===== src/rtl/sprite_engine.sv =====
// Sprite renderer: frame-synchronous shadowed config, animated frames, integer scaling,
// mirroring, and a configurable-latency ROM pipeline producing colour index + visibility.
module sprite_engine #(
  parameter int unsigned SPR_W      = 64,
  parameter int unsigned SPR_H      = 64,
  parameter int unsigned FRAMES     = 4,
  parameter int unsigned COLOR_BITS = 3,
  parameter int unsigned ROM_LAT    = 1,
  parameter int unsigned TRANSP_IDX = 0,
  parameter int unsigned FRAME_DIV  = 8,
  localparam int unsigned ADDR_W    = $clog2(FRAMES * SPR_W * SPR_H),
  localparam int unsigned FRAME_W   = (FRAMES > 1) ? $clog2(FRAMES) : 1
) (
  input  logic                  clk,
  input  logic                  rst_n,
  input  logic                  frame_start,
  input  logic [9:0]            pos_x,
  input  logic [9:0]            pos_y,
  input  logic [1:0]            scale,
  input  logic                  mirror_x,
  input  logic                  mirror_y,
  input  logic                  anim_en,
  input  logic                  spr_en,
  input  logic [9:0]            pixel_x,
  input  logic [9:0]            pixel_y,
  input  logic                  pixel_valid,
  output logic [ADDR_W-1:0]     rom_addr,
  input  logic [COLOR_BITS-1:0] rom_data,
  output logic [COLOR_BITS-1:0] out_idx,
  output logic                  out_visible,
  output logic                  out_valid,
  output logic [FRAME_W-1:0]    cur_frame
);

  localparam int unsigned COL_W = $clog2(SPR_W);
  localparam int unsigned ROW_W = $clog2(SPR_H);
  localparam int unsigned DIV_W = (FRAME_DIV > 1) ? $clog2(FRAME_DIV) : 1;
  localparam int unsigned LIM_W = 16;

  logic [9:0]            r_pos_x, r_pos_y;
  logic [1:0]            r_scale;
  logic                  r_mirror_x, r_mirror_y, r_anim_en, r_spr_en;
  logic [DIV_W-1:0]      r_div;
  logic [FRAME_W-1:0]    r_frame;
  logic [ADDR_W-1:0]     r_rom_addr;
  logic [ROM_LAT:0]      r_ins_d, r_vld_d;
  logic [COLOR_BITS-1:0] r_out_idx;
  logic                  r_out_visible, r_out_valid;

  logic [10:0]           w_dx, w_dy;
  logic [LIM_W-1:0]      w_lim_x, w_lim_y;
  logic [COL_W-1:0]      w_col_raw, w_col;
  logic [ROW_W-1:0]      w_row_raw, w_row;
  logic                  w_inside;

  // Shadow registers and animation counters advance only on frame_start
  always_ff @(posedge clk or negedge rst_n) begin
    if (!rst_n) begin
      r_pos_x    <= '0;
      r_pos_y    <= '0;
      r_scale    <= '0;
      r_mirror_x <= 1'b0;
      r_mirror_y <= 1'b0;
      r_anim_en  <= 1'b0;
      r_spr_en   <= 1'b0;
      r_div      <= '0;
      r_frame    <= '0;
    end else if (frame_start) begin
      r_pos_x    <= pos_x;
      r_pos_y    <= pos_y;
      r_scale    <= scale;
      r_mirror_x <= mirror_x;
      r_mirror_y <= mirror_y;
      r_anim_en  <= anim_en;
      r_spr_en   <= spr_en;
      if (anim_en) begin
        if (r_div == DIV_W'(FRAME_DIV - 1)) begin
          r_div   <= '0;
          r_frame <= (r_frame == FRAME_W'(FRAMES - 1)) ? '0 : r_frame + FRAME_W'(1);
        end else begin
          r_div <= r_div + DIV_W'(1);
        end
      end
    end
  end

  // Bit 10 of the 11-bit difference is the sign: beam left of / above the sprite
  assign w_dx      = {1'b0, pixel_x} - {1'b0, r_pos_x};
  assign w_dy      = {1'b0, pixel_y} - {1'b0, r_pos_y};
  assign w_lim_x   = LIM_W'(SPR_W) << r_scale;
  assign w_lim_y   = LIM_W'(SPR_H) << r_scale;
  assign w_inside  = pixel_valid & r_spr_en
                   & ~w_dx[10] & (LIM_W'(w_dx[9:0]) < w_lim_x)
                   & ~w_dy[10] & (LIM_W'(w_dy[9:0]) < w_lim_y);
  assign w_col_raw = COL_W'(w_dx[9:0] >> r_scale);
  assign w_row_raw = ROW_W'(w_dy[9:0] >> r_scale);
  assign w_col     = r_mirror_x ? COL_W'(SPR_W - 1) - w_col_raw : w_col_raw;
  assign w_row     = r_mirror_y ? ROW_W'(SPR_H - 1) - w_row_raw : w_row_raw;

  // Stage A: texel address plus delay line matching the ROM read latency
  always_ff @(posedge clk or negedge rst_n) begin
    if (!rst_n) begin
      r_rom_addr <= '0;
      r_ins_d    <= '0;
      r_vld_d    <= '0;
    end else begin
      if (w_inside) begin
        r_rom_addr <= ADDR_W'({r_frame, w_row, w_col});
      end
      r_ins_d <= {r_ins_d[ROM_LAT-1:0], w_inside};
      r_vld_d <= {r_vld_d[ROM_LAT-1:0], pixel_valid};
    end
  end

  // Stage B: output register aligned with returning ROM data
  always_ff @(posedge clk or negedge rst_n) begin
    if (!rst_n) begin
      r_out_idx     <= '0;
      r_out_visible <= 1'b0;
      r_out_valid   <= 1'b0;
    end else begin
      r_out_idx     <= r_ins_d[ROM_LAT] ? rom_data : '0;
      r_out_visible <= r_ins_d[ROM_LAT] & (rom_data != COLOR_BITS'(TRANSP_IDX));
      r_out_valid   <= r_vld_d[ROM_LAT];
    end
  end

  assign rom_addr    = r_rom_addr;
  assign out_idx     = r_out_idx;
  assign out_visible = r_out_visible;
  assign out_valid   = r_out_valid;
  assign cur_frame   = r_frame;

endmodule


===== config.mk =====
export PLATFORM = sky130hd
export DESIGN_NAME = sprite_engine
export DESIGN_NICKNAME = d
export VERILOG_FILES = /design/src/rtl/sprite_engine.sv
export SDC_FILE = /design/constraint.sdc
export NUM_CORES = 1
export LEC_CHECK = 0
export CAP_MARGIN = 40
export CORE_UTILIZATION = 58
export CTS_BUF_LIST = sky130_fd_sc_hd__clkbuf_8
export DETAILED_ROUTE_END_ITERATION = 10
export PLACE_DENSITY = 0.88
export REMOVE_ABC_BUFFERS = 1
export SETUP_SLACK_MARGIN = 0.2
export SLEW_MARGIN = 10
export SYNTH_ARGS = -nofsm -noshare
export SYNTH_HDL_FRONTEND = slang
export SYNTH_SLANG_ARGS = --single-unit

===== constraint.sdc =====
create_clock -name clk -period 7.1 [get_ports clk]
set_input_delay 2.13 -clock clk [delete_from_list [all_inputs] [get_ports clk]]
set_output_delay 2.13 -clock clk [all_outputs]
set_load 0.05 [all_outputs]

==> results of run 1 <==
## cells in the final DEF, fill, tap and decap left out, types with 4 or more instances in the layout
| cell | instances |
|---|---|
| nand2_1 | 27 |
| nor3_1 | 7 |
| o21ai_0 | 30 |
| clkbuf_8 | 5 |
| a21oi_1 | 22 |
| nor2b_1 | 8 |
| o31a_1 | 4 |
| mux2i_1 | 7 |
| or2_2 | 4 |
| o21a_1 | 9 |
| nor2_1 | 31 |
| ha_1 | 32 |
| o31ai_1 | 4 |
| dfrtp_1 | 53 |
| a21o_1 | 5 |
| or3_1 | 5 |
| xnor2_1 | 9 |
| xor2_1 | 9 |
| buf_4 | 4 |
| clkdlybuf4s50_1 | 72 |
| mux2_2 | 12 |
| inv_1 | 24 |
## critical path, cell delays in order
cell	delay (ps)
clkdlybuf4s50_1	400
inv_1	70
ha_1	160
inv_1	60
fa_1	410
a211oi_1	420
o21ai_0	160
a32oi_1	300
ha_1	290
o21a_1	180
nor3_1	150
o221ai_1	200
a2111oi_4	640
buf_4	300
nor2_1	60
a21oi_1	130
## layout make-up
class	instances	area, sq um
clock buffers	5	68.8
clock inverters	3	26.3
fillers	465	1490
inverters	25	93.8
multi-input cells	284	2100
flip-flops and latches	53	1330
well taps	75	93.8
repair buffers	77	756
## cell families after synthesis
| family | count (synthesis) | share of synthesized area |
|---|---|---|
| compound gates | 105 | 0.197 |
| xor+xnor | 19 | 0.0482 |
| fa+ha+maj | 34 | 0.122 |
| buf+inv | 44 | 0.0499 |
| flops | 53 | 0.367 |
| mux | 23 | 0.0724 |
| simple gates | 103 | 0.143 |
## synthesized netlist by cell type, types with 3 or more instances
library cell / n
and2_1: 3
o21ai_0: 30
ha_1: 32
mux2i_1: 7
a211oi_1: 3
o31ai_1: 4
nand2_1: 27
xor2_1: 9
xnor2_1: 9
o31a_1: 4
nor3_1: 7
nor2b_1: 8
dfrtp_1: 53
inv_1: 24
nor2_1: 31
clkbuf_1: 13
mux2_2: 12
or2_2: 4
nand3_1: 3
a21o_1: 5
mux2_1: 3
a21oi_1: 22
o21a_1: 9
or3_1: 5
## worst max-delay path by stage
stage	from	end	slack [ps]
final	pixel_y[0]	rom_addr[3]$_DFFE_PN0P_	1270
after global placement	pixel_y[0]	rom_addr[5]$_DFFE_PN0P_	1130
after CTS	pixel_y[0]	rom_addr[3]$_DFFE_PN0P_	1290
after global routing	pixel_y[0]	rom_addr[5]$_DFFE_PN0P_	1060
after detailed placement	pixel_y[0]	rom_addr[3]$_DFFE_PN0P_	970
after floorplan	pixel_y[0]	rom_addr[0]$_DFFE_PN0P_	1600
## registers in the layout, indices dropped and copies added, names as in the netlist, 3 cells and up
register  count
rom_addr     14
r_pos_x      10
r_pos_y      10
out_idx       3
r_div         3
## routing by layer
metal | up-vias | track usage
li1 | 1491 | -
met1 | 1382 | 0.285
met2 | 84 | 0.458
met3 | 6 | 0.0427
met4 | 0 | 0.0607
met5 | - | 0
## power by group through the flow
stage / logic (mW) / clock network (mW) / registers, mW
after global routing: 0.606 / 0.195 / 0.405
final: 0.558 / 0.178 / 0.398
after CTS: 0.560 / 0.187 / 0.398
after global placement: 0.535 / 0 / 0.401
after detailed placement: 0.557 / 0 / 0.405
after floorplan: 0.258 / 0 / 0.522
## stage by stage
step | util | cells | total power [mW] | hold slack (ps)
global placement | 0.734 | 514 | 0.936 | 333
detailed placement | 0.734 | 514 | 0.961 | 335
floorplan | - | 362 | 0.780 | 331
global route | 0.750 | 522 | 1.21 | 371
CTS | 0.750 | 522 | 1.15 | 362
finish | 0.750 | 522 | 1.13 | 357
==> metrics.txt, run 1 <==
outcome complete, no violations; Worst setup SP type primary input; per-cell routed wire length approximately 14 microns; largest net degree at the start of global routing 54; min-delay src r_ins_d[0]$_DFF_PN0_; Int Pwr between 0.6 and 0.7 mW; post-CTS sizing 0; RSZ-0062 raised after global routing false; Switching Fraction 0.414; worst r2r src r_pos_y[0]$_DFFE_PN0P_; Port Buf Inserts 73; Detail Route Antenna Nets 0; Required @ worst endpoint approximately 7300 ps; Die Y roughly 80 microns; CTS Hold Buffers Added 0; Detail Route met2 WL about 3800 microns; Initial Util 0.606; WP data arrival ~6100 ps; Tightest Pin Transition 769 ps; wl on met1 3250 microns; DRT Wirelength between 7000 and 8000 microns; Post-synth ARST share 1.00; GPL Wtd Cong between 0.8 and 0.9; Antenna Cells 0; WL met3 approximately 360 microns; Num CTS Buffers 5; boundary pin count 74; FMAX between 150 and 200 MHz; Clock power frac 0.157; Seq pwr share 0.351; die area 0.00654 sq mm; FP Rows 28; CP max FO 12; syn_area_per_cell 9.47 sq um; Detailed Routing Iterations Pass 1 4; Die W 80.9 microns; number of global-route vias before repair around 3000; VDD IR max 0.232 mV; synth warn 0; Clock Path Buffers 2; area grow syn2layout 23.8%; Via Count just under 3000; fin nets between 500 and 600; layout cells sized above 1 0.0872; #FFs+latches synth 53; first-pass GRT wire length roughly 13000 microns; Fin Setup TNS 0 ps; FF-to-FF path depth 14; Slew Viols, Final 0; Final Cycle Share 0.821; NetSw 0.470 mW; Post-route DRC 0; vias per cell 5.68; HPWL after detailed placement 5700 microns; Clock Tree Root clkbuf_8; Final Instance Area around 0.0045 sq mm; Final min period between 5000 and 6000 ps; Placed Area 0.00437 sq mm; Hold Crit Class flip-flop to flip-flop; Yosys cell types 63; leakage a little under 2 nW; MaxCap Viol Count 0; Core ar. just under 0.006 sq mm; Tot GR Track Use 0.244; sequential-to-total area share from yosys stat 0.367; worst hold stages 0; clk_skew ~5.8 ps; Final setup viols 0; Final WS setup between 1000 and 1500 ps; post-synthesis cell area 0.00361 sq mm; critical path capture point type flip-flop; setup bufs post-CTS 0; final hold violations 0; Highest Signal Layer met4; reg2reg end rom_addr[3]$_DFFE_PN0P_; kind of critical path primary input to flip-flop; Post-synth EDFFs 0; initial drt markers around 100; R2R Setup Slk ~3200 ps; Comb pwr share 0.492; Hold Crit Endpoint r_ins_d[1]$_DFF_PN0_; grt ovf 0; clock-pin slew on the worst setup and hold paths roughly 100 ps; power density cells 254 mW/mm^2; Cells after Synth 381; Yosys top cell area share 0.367; Worst-Skew Late Latency 310 ps; cell accounting for the most synthesized area dfrtp_1; relative slew slack 0.487; CTS tree yes; Synth Flop Type dfrtp_1; Clock Sink Count 53; pre-CTS setup slack roughly 970 ps; Area contributors post-synth dfrtp_1 37%, ha_1 11%, o21ai_0 4.2%, mux2_2 3.7%, nor2_1 3.2%; H-tree depth 2; antenna violations before repair 0
No activity file was read; power rests on OpenSTA's default activity.
==> inputs of run 2 (changes only) <==
--- a/config.mk
+++ b/config.mk
@@ -6,10 +6,10 @@
 export NUM_CORES = 1
 export LEC_CHECK = 0
 export CAP_MARGIN = 40
-export CORE_UTILIZATION = 58
+export CORE_UTILIZATION = 54
 export CTS_BUF_LIST = sky130_fd_sc_hd__clkbuf_8
 export DETAILED_ROUTE_END_ITERATION = 10
-export PLACE_DENSITY = 0.88
+export PLACE_DENSITY = 0.82
 export REMOVE_ABC_BUFFERS = 1
 export SETUP_SLACK_MARGIN = 0.2
 export SLEW_MARGIN = 10
==> constraint.sdc (replaced) <==
create_clock -name clk -period 5.9 [get_ports clk]
set_input_delay 1.77 -clock clk [delete_from_list [all_inputs] [get_ports clk]]
set_output_delay 1.77 -clock clk [all_outputs]
set_load 0.05 [all_outputs]
==> run 2 against run 1 <==
Sequential power rose by 20%. Cell count grew 0.38%. Combinational power increased by 19%. Die area increased by 7.2%. Largest power group unchanged. Via count about the same. Global-route usage is 1.6 points lower. Non-clock buffer count is the same. Clock-buffer cell count did not move. Sequential cell count unchanged. Critical path depth down 1. Highest routed layer unchanged. Utilization is 5.0 points lower. Setup slack worse by 610 ps.
==> metrics.txt, run 2 (synthesis results as in run 1) <==
Detail Route Antenna Nets 0; FP Rows 29; Hold WS between 300 and 400 ps; Clock Path Buffers 2; MaxCap Viol Count 0; Comb pwr share 0.489; Worst setup SP type primary input; Worst-Skew Late Latency about 310 ps; Final setup viols 0; Detail Route met2 WL 3640 microns; RSZ-0062 raised after global routing false; boundary pin count 74; clock-pin slew on the worst setup and hold paths 100 ps; kind of critical path primary input to flip-flop; grt ovf 0; CP max FO 23; WP data arrival 5440 ps; number of global-route vias before repair roughly 2900; Fill cells 513; min-delay src r_vld_d[0]$_DFF_PN0_; reg2reg end rom_addr[6]$_DFFE_PN0P_; area grow syn2layout 23.8%; clk_skew between 3 and 4 ps; Post-route DRC 0; Placed Area ~0.0044 sq mm; die area between 0.007 and 0.008 sq mm; Clock Tree Root clkbuf_8; Tot GR Track Use 0.228; GPL Wtd Cong about 0.81; post-placement cell count between 500 and 600; Hold Crit Class flip-flop to flip-flop; Antenna Cells 0; initial drt markers between 100 and 150; Initial Util 0.565; fin cells approximately 520; leading cell types in the layout, fill and taps excluded 72 x clkdlybuf4s50_1, 53 x dfrtp_1, 32 x ha_1; R2R Setup Slk around 2200 ps; NetSw 0.564 mW; per-cell routed wire length 14.1 microns; H-tree depth 2; final hold violations 0; Slew Viols, Final 0; Via Count 2962; most common cell after layout, fill and taps aside clkdlybuf4s50_1; critical path capture point type flip-flop; Seq pwr share 0.350; Die W 83.8 microns; largest net degree at the start of global routing 54; relative slew slack 0.561; Fin Setup TNS 0 ps; FMAX 191 MHz; post-CTS sizing 0; FF-to-FF path depth 13; VDD IR max around 0.25 mV; Detailed Routing Iterations Pass 1 4; layout cells sized above 1 0.0872; Final Cycle Share 0.888; antenna violations before repair 0; HPWL after detailed placement 5540 microns; Required @ worst endpoint 6100 ps; Highest Signal Layer met4; CTS Hold Buffers Added 0; worst r2r src r_pos_y[0]$_DFFE_PN0P_; Core ar. about 0.0064 sq mm; Tightest Pin Transition between 600 and 700 ps; Clock Sink Count 53; power density cells 305 mW/mm^2; crit path from pixel_y[0]; WL met3 around 330 microns; CTS tree yes; Final min period between 5000 and 6000 ps; fin nets roughly 530; DRT Wirelength roughly 7400 microns; Switching Fraction 0.414; pre-CTS setup slack 312 ps; CP endpoint rom_addr[6]$_DFFE_PN0P_; Final WS setup about 660 ps; leakage just under 2 nW; first-pass GRT wire length approximately 13000 microns; Int Pwr 0.798 mW; wl on met1 roughly 3400 microns; Die Y 83.8 microns; setup bufs post-CTS 0; Clock power frac 0.161; vias per cell 5.65; Final Instance Area around 0.0045 sq mm; max reg flops 14; Port Buf Inserts 73; outcome complete, no violations; Num CTS Buffers 5
-- run 2: cell counts in the layout (fill, tap and decap cells not counted) --
No cell type changed its count.
-- run 2: metal layers --
layer  vias to the layer above  track usage
li1                       1488            -
met1                      1399        0.309
met2                        68        0.390
met3                         7       0.0356
met4                         0       0.0447
met5                         -            0
-- run 2: worst max-delay path: stages --
cell and delay [ps]:
clkdlybuf4s50_1 390, inv_1 60, ha_1 160, inv_1 50, fa_1 410, a211oi_1 420
o21ai_0 150, a32oi_1 290, ha_1 290, o21a_1 170, nor3_1 150, o221ai_1 200
a2111oi_4 240, buf_4 320, mux2_2 370
-- run 2: final cells by class --
class                           count  area [sq um]  share of cell area
Clock buffer                        5          68.8              0.0154
Clock inverter                      3          26.3             0.00588
Inverter                           25          93.8              0.0210
Multi-Input combinational cell    284          2100               0.470
Sequential cell                    53          1330               0.297
Tap cell                           77          96.3              0.0216
Timing Repair Buffer               77           756               0.169
-- run 2: how the worst min path moves through the flow --
| stage | endpoint | cells after the start |
|---|---|---|
| 6_report | r_vld_d[1]$_DFF_PN0_ | 0 |
| 3_5_place_dp | r_vld_d[1]$_DFF_PN0_ | 0 |
| 4_1_cts | r_vld_d[1]$_DFF_PN0_ | 0 |
| 3_3_place_gp | out_valid$_DFF_PN0_ | 0 |
| 2_1_floorplan | out_valid$_DFF_PN0_ | 0 |
| 5_1_grt | r_vld_d[1]$_DFF_PN0_ | 0 |
-- run 2: per-stage QoR --
stage	power (mW)	utilization
floorplan	0.939	-
finish	1.36	0.700
global placement	1.13	0.685
global route	1.46	0.700
detailed placement	1.15	0.685
CTS	1.38	0.700
-- run 2: power by group through the flow --
stage	Sequential (mW)	Combinational, mW	Clock (mW)
2_1_floorplan	0.629	0.310	0
3_5_place_dp	0.485	0.666	0
5_1_grt	0.486	0.731	0.242
6_report	0.476	0.666	0.219
4_1_cts	0.477	0.670	0.229
3_3_place_gp	0.482	0.649	0
